`src/rtl/mcp_rx_ack.sv`:
```
// -----------------------------------------------------------------------------
// mcp_rx_ack
//   Receive (clk1) side of a toggle-request multi-cycle-path CDC transfer.
//   The sender parks a word in data_in and flips req_t. This block
//   synchronises req_t and detects the flip. It captures data_in, which is
//   guaranteed stable at that point. It then offers the word on a
//   valid/ready stream and toggles ack_t back so the sender may reuse its
//   holding register.
//
// Ports
//   clk1      in   receive-domain clock, rising edge
//   rst       in   asynchronous active-low reset
//   en        in   clock enable for the FSM (edges still latch while low)
//   req_t     in   request toggle from the sender domain (asynchronous)
//   data_in   in   sender holding register, quasi-static
//   ack_t     out  acknowledge toggle back to the sender (registered)
//   m_tvalid  out  stream valid
//   m_tready  in   stream ready
//   m_tdata   out  captured word
//   xfer_cnt  out  count of completed stream handshakes, wraps
//   overrun   out  sticky protocol-violation flag
//   ovr_clr   in   single-cycle clear for overrun (set wins)
// -----------------------------------------------------------------------------
module mcp_rx_ack #(
  parameter int unsigned DATA_W      = 32,
  parameter int unsigned SYNC_STAGES = 2,   // must be >= 2
  parameter int unsigned ACK_EARLY   = 0,   // 0: ack on handshake, 1: ack on capture
  parameter int unsigned CNT_W       = 8
) (
  input  logic              clk1,
  input  logic              rst,
  input  logic              en,
  input  logic              req_t,
  input  logic [DATA_W-1:0] data_in,
  output logic              ack_t,
  output logic              m_tvalid,
  input  logic              m_tready,
  output logic [DATA_W-1:0] m_tdata,
  output logic [CNT_W-1:0]  xfer_cnt,
  output logic              overrun,
  input  logic              ovr_clr
);

  typedef enum logic {
    IDLE  = 1'b0,
    VALID = 1'b1
  } state_t;

  state_t state_q, state_d;

  // req_t synchroniser. Only sync_q[0] ever sees the asynchronous input.
  logic [SYNC_STAGES-1:0] sync_q, sync_d;
  logic                   sync_dly_q, sync_dly_d;
  logic                   sync_out;
  logic                   req_edge;

  logic                   pending_q, pending_d;
  logic                   ack_q, ack_d;
  logic                   tvalid_q, tvalid_d;
  logic [DATA_W-1:0]      tdata_q, tdata_d;
  logic [CNT_W-1:0]       cnt_q, cnt_d;
  logic                   overrun_q, overrun_d;

  logic                   accept;
  logic                   handshake;
  logic                   ovr_set;

  // Synchroniser and edge flop run every cycle regardless of en, so a flip
  // that arrives while frozen is still seen exactly once.
  always_comb begin
    sync_d     = {sync_q[SYNC_STAGES-2:0], req_t};
    sync_dly_d = sync_out;
  end

  assign sync_out = sync_q[SYNC_STAGES-1];
  assign req_edge = sync_out ^ sync_dly_q;

  assign accept    = (state_q == IDLE)  && en && (req_edge || pending_q);
  assign handshake = (state_q == VALID) && en && m_tready;

  // ---------------------------------------------------------------------------
  // FSM: state register
  // ---------------------------------------------------------------------------
  always_ff @(posedge clk1 or negedge rst) begin
    if (!rst) begin
      state_q <= IDLE;
    end else begin
      state_q <= state_d;
    end
  end

  // ---------------------------------------------------------------------------
  // FSM: next state
  // ---------------------------------------------------------------------------
  always_comb begin
    state_d = state_q;
    case (state_q)
      IDLE:    if (accept)    state_d = VALID;
      VALID:   if (handshake) state_d = IDLE;
      default: state_d = IDLE;
    endcase
  end

  // ---------------------------------------------------------------------------
  // FSM: outputs and datapath next values
  // ---------------------------------------------------------------------------
  always_comb begin
    pending_d = pending_q;
    ack_d     = ack_q;
    tvalid_d  = tvalid_q;
    tdata_d   = tdata_q;
    cnt_d     = cnt_q;
    overrun_d = overrun_q;

    // A flip that is not consumed by an accept this cycle is remembered.
    // Only one can be remembered: a flip on top of a pending one is lost
    // (and flagged below). An accept always drains pending.
    if (accept) begin
      tvalid_d  = 1'b1;
      tdata_d   = data_in;
      pending_d = 1'b0;
      if (ACK_EARLY != 0) ack_d = ~ack_q;
    end else if (req_edge) begin
      pending_d = 1'b1;
    end

    // accept and handshake are mutually exclusive (different states).
    if (handshake) begin
      tvalid_d = 1'b0;
      cnt_d    = cnt_q + CNT_W'(1);
      if (ACK_EARLY == 0) ack_d = ~ack_q;
    end

    // With late ack the sender must not flip again before the word leaves,
    // so a flip while VALID is a violation even though it is still queued.
    ovr_set = req_edge && (pending_q || ((ACK_EARLY == 0) && (state_q == VALID)));
    if (ovr_set) begin
      overrun_d = 1'b1;
    end else if (ovr_clr) begin
      overrun_d = 1'b0;
    end
  end

  // ---------------------------------------------------------------------------
  // Datapath registers
  // ---------------------------------------------------------------------------
  always_ff @(posedge clk1 or negedge rst) begin
    if (!rst) begin
      sync_q     <= '0;
      sync_dly_q <= 1'b0;
      pending_q  <= 1'b0;
      ack_q      <= 1'b0;
      tvalid_q   <= 1'b0;
      tdata_q    <= '0;
      cnt_q      <= '0;
      overrun_q  <= 1'b0;
    end else begin
      sync_q     <= sync_d;
      sync_dly_q <= sync_dly_d;
      pending_q  <= pending_d;
      ack_q      <= ack_d;
      tvalid_q   <= tvalid_d;
      tdata_q    <= tdata_d;
      cnt_q      <= cnt_d;
      overrun_q  <= overrun_d;
    end
  end

  assign ack_t    = ack_q;
  assign m_tvalid = tvalid_q;
  assign m_tdata  = tdata_q;
  assign xfer_cnt = cnt_q;
  assign overrun  = overrun_q;

endmodule

```
`config.mk`:
```
export PLATFORM = sky130hd
export DESIGN_NAME = mcp_rx_ack
export DESIGN_NICKNAME = d
export VERILOG_FILES = /design/src/rtl/mcp_rx_ack.sv
export SDC_FILE = /design/constraint.sdc
export NUM_CORES = 1
export LEC_CHECK = 0
export BUFFER_PORTS_ARGS = -buffer_cell sky130_fd_sc_hd__buf_2
export CORE_UTILIZATION = 49
export CTS_BUF_LIST = sky130_fd_sc_hd__clkbuf_8
export DETAILED_ROUTE_END_ITERATION = 8
export GPL_TIMING_DRIVEN = 0
export PLACE_DENSITY = 0.81
export SLEW_MARGIN = 20
export SYNTH_ARGS = -nofsm -noshare
export SYNTH_HDL_FRONTEND = slang
export SYNTH_SLANG_ARGS = --single-unit
```
`constraint.sdc`:
```
create_clock -name clk1 -period 1.8 [get_ports clk1]
set_clock_uncertainty 0.1 [all_clocks]
set_input_delay 0.36 -clock clk1 [delete_from_list [all_inputs] [get_ports clk1]]
set_output_delay 0.36 -clock clk1 [all_outputs]
set_load 0.01 [all_outputs]
```
==> impl_metrics.csv <==
group,metric,value,unit
synthesis,synth_top_family_by_area,"multiplexers",
global_routing,grtUsageTotal,18.3,%
die,core_area,3720,um^2
timing,post-route-period-util,90.6,%
die,rows,22,
global_routing,grt_pass1_vias,1212,
finish,drive_gt1_share,59.6,%
finish,diodes,0,
synthesis,synthXorXnorAreaFrac,4.46,%
finish,final_cell_mix,"buf_2, dfrtp_1, mux2_4, nand2_1, clkbuf_8",
drt,drc,0,
finish,final_common_cell,"buf_2",
drt,routed_wl,3490,um
power,power_density,1640,nW/um^2
clocking,postCtsSetupBuffers,0,
drt,drtAntennaViolNets,0,
critical_path,cp_slowest_cell,"dfrtp_1",
timing,setup_viol,0,
clocking,insertion_delay,290,ps
job,max_cap_violations,0,
drt,dr.pass1.iters,4,
die,die-area,4210,um^2
global_routing,grt_pass1_wl,5580,um
synthesis,yosys_register_bits,48,
critical_path,cp-startpoint,"sync_dly_q$_DFF_PN0_",
worst_hold_path,min_from,"req_t",
die,ios,81,
clocking,cts_made_buffers,5,
synthesis,synth_compound_area_share,1.36,%
critical_path,reg2reg_from,"sync_dly_q$_DFF_PN0_",
synthesis,synthesis.area,1940,um^2
clocking,cts-root-buf,"clkbuf_8",
finish,nets,247,
critical_path,crit_buf_inv,1,
synthesis,yosysWarningCount,0,
timing,tightest_slew,567,ps
clocking,cts_tree,"yes",
drt,dr.first_iter.drc_count,30,
critical_path,critPathRequiredTime,1880,ps
critical_path,critPathCaptureType,"flop",
drt,routed_via_density,4.80,
synthesis,yosys.area.top_type,"dfrtp_1",
global_routing,antenna_found_initial,0,
worst_hold_path,min_path_type,"in2reg",
timing,fmaxAchievable,613,MHz
finish,areaGrowthSynthToFinish,29.4,%
critical_path,slowest_delay,400,ps
synthesis,synth_fa_ha_area_share,0.646,%
timing,fin_crit,1630,ps
drt,wl_per_cell,13.6,um
finish,final_core_util,67.4,%
power,peakVddDrop,764,uV
timing,hold_viol,0,
critical_path,crit_fanout,10,
timing,grt_setup_unrepaired,"false",
clocking,clockBufferDepth,2,
clocking,clk_transition_reported_paths,80,ps
die,die_y,64.9,um
timing,slew_headroom,62.2,%
critical_path,critPathKind,"reg2reg",
run_status,outcome,"completed",
place,port_buffers,80,
global_routing,grt_overflow,0,
timing,tns,0,ps
clocking,cts.sinks,48,
synthesis,ys_seq_area_share,62.0,%
place,post-dp-hpwl,2550,um
synthesis,syn_avg_cell_area,16.1,um^2
synthesis,syn_inst,120,
critical_path,crit_arrival,1710,ps
synthesis,synthMuxAreaShare,24.0,%
die,die_x,64.9,um
timing,drv_slew,0,
drt,vias,1228,
synthesis,synth-simple-area-share,5.56,%
synthesis,netlist.area_leader.share,62.0,%
die,initial_core_util,52.1,%
critical_path,start_kind,"flop",
synthesis,synth_area_leaders,"dfrtp_1, mux2_4, mux2_2, xnor2_1, nand2_1",
synthesis,synth_nets,159,
power,leakage,1.35,nW
place,routabilityCongestion,0.796,
critical_path,path_cells,"xor2_2 -> o21ai_4 -> buf_6 -> mux2_4",
critical_path,cp_top_family,"flip-flops",
global_routing,grt_max_degree,49,
clocking,ctsHtreeMaxLevel,2,
synthesis,synth.distinct_cells,18,
through the flow:
stage | instances | hold slack [ps] | area [um^2] | total power, mW | worst slack (ps)
5_1_grt | 256 | 56.5 | 2510 | 4.38 | 120
2_1_floorplan | 120 | -35.6 | 1940 | 2.84 | 273
3_3_place_gp | 248 | 231 | 2400 | 3.41 | 170
3_5_place_dp | 248 | 237 | 2400 | 3.48 | 171
6_report | 256 | 67.1 | 2510 | 4.11 | 169
4_1_cts | 255 | 59.5 | 2490 | 4.17 | 159
cell usage after synthesis:
cell type  count
and3_1         2
nor3_1         2
dfrtp_1       48
nand3_1        2
inv_1          1
xor2_2         1
nand4_1        3
mux2_4        28
o21ai_0        2
ha_1           1
and2b_1        1
xnor2_1        5
mux2_2         4
xor2_1         3
nor2_1         3
nand2_1       10
o21ai_4        1
buf_6          3
kinds of logic after synthesis:
kind of cell	Yosys count
DFF	48
muxes	32
and+or+nand+nor	23
xor gates and xnor gates	9
buffers and inverters	4
AOI/OAI and AO/OA	3
adders and majority gates	1
flip-flops by register name, summed over array words and instances (netlist names):
signal	count
sync_dly_q	1
state_q	1
m_tvalid	1
sync_q	2
ack_t	1
overrun	1
xfer_cnt	8
m_tdata	32
pending_q	1
worst reg2reg max path: stages, from the launching register on:
cell and delay [ps]:
dfrtp_1 400, xor2_2 200, o21ai_4 270, buf_6 230, mux2_4 320
power breakdown:
part / internal [mW] / total (mW) / switching (mW)
logic: 0.941 / 1.62 / 0.678
clock network: 0.342 / 0.663 / 0.321
registers: 1.54 / 1.83 / 0.289
total: 2.82 / 4.11 / 1.29
layout make-up:
type                            count  area (um^2)
Fill cell                         305         1210
Timing Repair Buffer               81          413
Buffer                              3         33.8
Tap cell                           48         60.1
Inverter                            1         3.75
Clock buffer                        7         96.3
Sequential cell                    48         1200
Multi-Input combinational cell     68          698
metal layers:
layer / up-vias / wire length, um / GRT usage (%)
li1: 583 / - / -
met1: 591 / 1450 / 22.1
met2: 47 / 1760 / 29.9
met3: 7 / 199 / 4.58
met4: 0 / 79 / 10.0
met5: - / 0 / 0
final timing paths:
path / cells past startpoint / slack (ps) / to
hold reg to reg: 0 / 250 / sync_q[1]$_DFF_PN0_
min in group asynchronous: 2 / 500 / m_tdata[18]$_DFFE_PN0P_
setup / recovery: 4 / 170 / m_tdata[14]$_DFFE_PN0P_
max in group asynchronous: 2 / 720 / state_q$_DFF_PN0_
setup reg to reg: 4 / 170 / m_tdata[14]$_DFFE_PN0P_
hold / removal: 1 / 70 / sync_q[0]$_DFF_PN0_
repair_timing:
action,in CTS,in global routing
resized for setup,0,0
endpoints found under the hold margin,0,13
hold buffers,0,1
Note: power is estimated with default switching activity, not from simulation.
